**config.mk**
```make
export PLATFORM = sky130hd
export DESIGN_NAME = iter_divider
export DESIGN_NICKNAME = d
export VERILOG_FILES = /design/src/rtl/div_pkg.sv /design/src/rtl/div_step.sv /design/src/rtl/iter_divider.sv
export SDC_FILE = /design/constraint.sdc
export NUM_CORES = 1
export LEC_CHECK = 0
export ABC_AREA = 1
export CORE_ASPECT_RATIO = 1.5
export CORE_UTILIZATION = 48
export CTS_CLUSTER_DIAMETER = 60
export DETAILED_ROUTE_END_ITERATION = 10
export PLACE_DENSITY = 0.79
export SLEW_MARGIN = 20
export SYNTH_ARGS = -nofsm -noshare
export SYNTH_HDL_FRONTEND = slang
export SYNTH_SLANG_ARGS = --single-unit
```
**constraint.sdc**
```tcl
create_clock -name clk -period 6.05 [get_ports clk]
set_input_delay 0.9075 -clock clk [delete_from_list [all_inputs] [get_ports clk]]
set_output_delay 0.9075 -clock clk [all_outputs]
set_load 0.01 [all_outputs]
```
**src/rtl/div_pkg.sv**
```systemverilog
// Shared types and constants for the iterative radix-2 divider.
package div_pkg;

  localparam int DIV_WIDTH = 32;

  typedef enum logic [1:0] {
    IDLE = 2'd0,
    CALC = 2'd1,
    FIX  = 2'd2,
    DONE = 2'd3
  } div_state_t;

  localparam logic [DIV_WIDTH-1:0] ALL_ONES = {DIV_WIDTH{1'b1}};

endpackage

```
**src/rtl/div_step.sv**
```systemverilog
// One restoring shift-subtract iteration: produces the next partial
// remainder and quotient from the current ones.
module div_step #(
  parameter int WIDTH = 32
) (
  input  logic [WIDTH-1:0] rem,
  input  logic [WIDTH-1:0] quo,
  input  logic [WIDTH-1:0] dvs,
  output logic [WIDTH-1:0] rem_n,
  output logic [WIDTH-1:0] quo_n
);

  logic [WIDTH:0]   rem_sh_s;
  logic [WIDTH+1:0] trial_s;

  // Shift {rem,quo} left by one and attempt to subtract the divisor.
  always_comb begin
    rem_sh_s = {rem, quo[WIDTH-1]};
    trial_s  = {1'b0, rem_sh_s} - {2'b00, dvs};
    if (!trial_s[WIDTH+1]) begin
      rem_n = trial_s[WIDTH-1:0];
      quo_n = {quo[WIDTH-2:0], 1'b1};
    end else begin
      rem_n = rem_sh_s[WIDTH-1:0];
      quo_n = {quo[WIDTH-2:0], 1'b0};
    end
  end

endmodule

```
**src/rtl/iter_divider.sv**
```systemverilog
// Multi-cycle restoring divider for DIV/DIVU: magnitude division over WIDTH
// clocks, then a sign/zero-divisor fix-up cycle and a one-cycle done pulse.
module iter_divider
  import div_pkg::*;
#(
  parameter int WIDTH = DIV_WIDTH,
  parameter int CNT_W = 6
) (
  input  logic             clk,
  input  logic             rst,
  input  logic             start,
  input  logic             is_signed,
  input  logic [WIDTH-1:0] dividend,
  input  logic [WIDTH-1:0] divisor,
  output logic [WIDTH-1:0] q,
  output logic [WIDTH-1:0] r,
  output logic             busy,
  output logic             done,
  output logic             div_by_zero
);

  div_state_t       state_r;
  logic [CNT_W-1:0] cnt_r;
  logic [WIDTH-1:0] rem_r, quo_r, dvs_r;
  logic             sign_q_r, sign_r_r, zero_r;

  logic [WIDTH-1:0] rem_s, quo_s;
  logic [WIDTH-1:0] abs_dd_s, abs_dv_s;
  logic [WIDTH-1:0] q_fix_s, r_fix_s;

  div_step #(.WIDTH(WIDTH)) u_step (
    .rem   (rem_r),
    .quo   (quo_r),
    .dvs   (dvs_r),
    .rem_n (rem_s),
    .quo_n (quo_s)
  );

  // Operand magnitudes; only signed operations fold negative inputs.
  always_comb begin
    if (is_signed && dividend[WIDTH-1]) begin
      abs_dd_s = -dividend;
    end else begin
      abs_dd_s = dividend;
    end
    if (is_signed && divisor[WIDTH-1]) begin
      abs_dv_s = -divisor;
    end else begin
      abs_dv_s = divisor;
    end
  end

  // Result fix-up: restore signs, or force the zero-divisor convention.
  always_comb begin
    if (sign_r_r) begin
      r_fix_s = -rem_r;
    end else begin
      r_fix_s = rem_r;
    end
    if (zero_r) begin
      q_fix_s = ALL_ONES;
    end else if (sign_q_r) begin
      q_fix_s = -quo_r;
    end else begin
      q_fix_s = quo_r;
    end
  end

  // Control FSM, iteration datapath and registered outputs.
  always_ff @(posedge clk or posedge rst) begin
    if (rst) begin
      state_r     <= IDLE;
      cnt_r       <= {CNT_W{1'b0}};
      rem_r       <= {WIDTH{1'b0}};
      quo_r       <= {WIDTH{1'b0}};
      dvs_r       <= {WIDTH{1'b0}};
      sign_q_r    <= 1'b0;
      sign_r_r    <= 1'b0;
      zero_r      <= 1'b0;
      q           <= {WIDTH{1'b0}};
      r           <= {WIDTH{1'b0}};
      busy        <= 1'b0;
      done        <= 1'b0;
      div_by_zero <= 1'b0;
    end else begin
      case (state_r)
        IDLE, DONE: begin
          done <= 1'b0;
          if (start) begin
            state_r  <= CALC;
            busy     <= 1'b1;
            cnt_r    <= {CNT_W{1'b0}};
            rem_r    <= {WIDTH{1'b0}};
            quo_r    <= abs_dd_s;
            dvs_r    <= abs_dv_s;
            sign_q_r <= is_signed & (dividend[WIDTH-1] ^ divisor[WIDTH-1]);
            sign_r_r <= is_signed & dividend[WIDTH-1];
            zero_r   <= (divisor == {WIDTH{1'b0}});
          end else begin
            state_r <= IDLE;
          end
        end
        CALC: begin
          rem_r <= rem_s;
          quo_r <= quo_s;
          cnt_r <= cnt_r + {{(CNT_W-1){1'b0}}, 1'b1};
          if (cnt_r == CNT_W'(WIDTH - 1)) begin
            state_r <= FIX;
          end else begin
            state_r <= CALC;
          end
        end
        FIX: begin
          q           <= q_fix_s;
          r           <= r_fix_s;
          div_by_zero <= zero_r;
          busy        <= 1'b0;
          done        <= 1'b1;
          state_r     <= DONE;
        end
        default: begin
          state_r <= IDLE;
          busy    <= 1'b0;
          done    <= 1'b0;
        end
      endcase
    end
  end

endmodule

```
==> metrics.md <==
| Metric | Value |
|---|---|
| Status | `complete, no violations` |
| Placed Area | `14,800 um2` |
| Worst reg2reg path depth | `9` |
| Largest net degree at the start of global routing | `85` |
| Crit Path Max Fanout | `39` |
| Seq/Total Area, Yosys | `32.8%` |
| R2r endpoint | `rem_r[1]` |
| MaxCap Viol Count | `0` |
| Yosys warns | `0` |
| Initial cell density of the core | `48.7%` |
| Post-CTS setup repair buffer count | `0` |
| Final Hold Viols | `0` |
| Initial antenna violation count | `0` |
| Setup TNS | `0 ps` |
| WHS Path Cells | `2` |
| Vias | `13,506` |
| Unique masters post-synth | `48` |
| Relative slew slack | `38.5%` |
| Worst Hold End | `r[31]` |
| Crit Path Category | `primary input to register` |
| Total CTS buffers | `17` |
| Die W | `138 um` |
| Tcrit/Tclk final | `63.5%` |
| Reg2reg start | `state_r[0]` |
| Register-to-register setup slack | `2380 ps` |
| Unrepaired setup endpoints after global routing | `false` |
| Overall Global Routing Usage | `30.1%` |
| WL per Instance | `16.2 um` |
| CTS tree | `built` |
| Worst Setup Start Kind | `primary input` |
| Most common cell after layout, fill and taps aside | `nand2_1` |
| Die height | `206 um` |
| Initial DRC count | `786` |
| Grt ovf | `0` |
| Power per cell area | `436 nW/um2` |
| Mean Syn Cell Area | `6.56 um2` |
| Hold WS | `487 ps` |
| Cts repair resizes | `0` |
| Rows | `74` |
| Post-synth EDFFs | `0` |
| Cts hold-fix bufs | `0` |
| Tmin final | `3840 ps` |
| DR DRC count | `0` |
| Root Driver | `clkbuf_16` |
| CP Data Required Time | `6410 ps` |
| Share of layout cells above drive strength 1 | `5.38%` |
| H-tree levels | `4` |
| Most frequent cells in the layout | `588 x nand2_1, 276 x inv_1, 214 x nor2_1` |
| #FFs+latches synth | `174` |
| Worst-Skew Late Latency | `440 ps` |
| Lkg Pwr | `7.66 nW` |
| DR pass1 iterations | `5` |
| CTS clk-pin slew, worst paths | `60 ps` |
| Hold Path Class | `register to register` |
| First-pass GRT wire length | `64,900 um` |
| Final setup violation count | `0` |
| I/O Buffers | `134` |
| Num ports | `135` |
| Syn-to-layout area delta | `16.3%` |
| Hold_sp | `r[31]` |
| Core area | `27,200 um2` |
| Worst Path Arrival | `4200 ps` |
| Final ANT Viol Nets | `0` |
| Filler instances | `2,638` |
| Worst-Margin Slew | `921 ps` |
| VDD IR max | `222 uV` |
| GPL Wtd Cong | `0.952` |
| Final Util | `56.7%` |
| Nets | `2,235` |
| Async S/R FF share, synth | `100%` |
| Detailed placement HPWL | `31,600 um` |
| Mapped cell area | `13,300 um2` |
| Vias in the first global route | `13,243` |
| Setup crit end kind | `register` |
| Final slew viol count | `0` |
| Max Clock Skew | `6.23 ps` |
| Design area | `15,400 um2` |
| F_max | `260 MHz` |
| Mapped Cells | `2,023` |
| Clk sinks | `174` |
| CTS Buffer Depth | `2` |
| Via density | `5.45` |
| Primary FF master, synth | `dfrtp_1` |
| Drt total wl | `40,200 um` |
| Tot Pwr | `6.73 mW` |
| Worst Setup SP | `start` |
| Die area | `28,300 um2` |
| Net Count, Synth | `2,132` |
==> metal layers <==
layer | vias up | global-route usage [%] | routed length (um)
li1 | 6726 | - | -
met1 | 6132 | 31.4 | 14800
met2 | 505 | 54.3 | 20800
met3 | 143 | 4.66 | 2000
met4 | 0 | 20.5 | 2590
met5 | - | 0 | 0
==> cells by family (layout without fill, tap and decap cells) <==
group,Yosys count,count (layout),synth area share [%]
adders and majority gates,41,41,3.92
DFF,174,174,32.8
and+or+nand+nor,1115,1115,36.4
AOI/OAI and AO/OA,271,271,11.8
other,0,1,0
xor gates and xnor gates,67,67,4.42
buffers and inverters,355,468,10.6
==> how the worst max path moves through the flow <==
stage	end	cells past startpoint	slack, ps
after floorplan	busy	1	430
after global placement	rem_r[1]	8	1830
after detailed placement	rem_r[1]	8	1790
after CTS	rem_r[1]	8	2230
after global routing	rem_r[5]	8	1980
final	rem_r[1]	8	2210
==> synthesized netlist by cell type, drive strengths merged (4+ instances only) <==
cell type | instances | area [um2]
o21ai | 131 | 667
and2 | 7 | 43.8
buf | 22 | 161
o22ai | 10 | 62.6
xor2 | 50 | 438
a21oi | 52 | 264
nor2 | 225 | 880
ha | 40 | 500
nand4 | 27 | 169
nand3 | 209 | 1150
or2 | 8 | 50.1
o21a | 4 | 30.0
nand2 | 599 | 2280
a31oi | 27 | 169
nor4 | 6 | 37.5
nor3 | 22 | 130
nand3b | 9 | 71.3
a22oi | 19 | 143
inv | 291 | 1090
o31ai | 5 | 37.5
clkbuf | 39 | 146
o221ai | 12 | 105
xnor2 | 17 | 149
dfrtp | 174 | 4350
==> sequential cells by signal, summed over array words and instances (netlist names) <==
register,flops
dvs_r,32
state_r,2
div_by_zero,1
r,32
sign_q_r,1
sign_r_r,1
done,1
q,32
quo_r,32
cnt_r,6
zero_r,1
rem_r,32
busy,1
==> through the flow <==
step	setup slack, ps	cells
floorplan	426	2023
global placement	1830	2449
detailed placement	1790	2449
CTS	2230	2478
global route	1980	2478
finish	2210	2479
==> worst max-delay path, stage by stage <==
cell and delay [ps]:
clkdlybuf4s50_1 510, nand2_2 420, inv_2 680, nor2_4 250, nor2_4 770, buf_4 400, nand2_1 80, o21ai_0 140
==> layout make-up <==
type / instances / area (um2) / area share (%)
inverters: 294 / 1110 / 7.18
multi-input cells: 1494 / 7530 / 48.8
clock buffers: 22 / 474 / 3.07
flip-flops and latches: 174 / 4350 / 28.2
repair buffers: 145 / 1420 / 9.23
diodes: 1 / 2.50 / 0.0162
clock inverters: 7 / 113 / 0.730
well taps: 342 / 428 / 2.77
==> where the power goes <==
group / internal (mW) / total [mW] / switching (mW)
clock network: 0.673 / 1.12 / 0.443
registers: 1.44 / 1.73 / 0.291
logic: 1.30 / 3.88 / 2.58
Note: power is estimated with default switching activity, not from simulation.
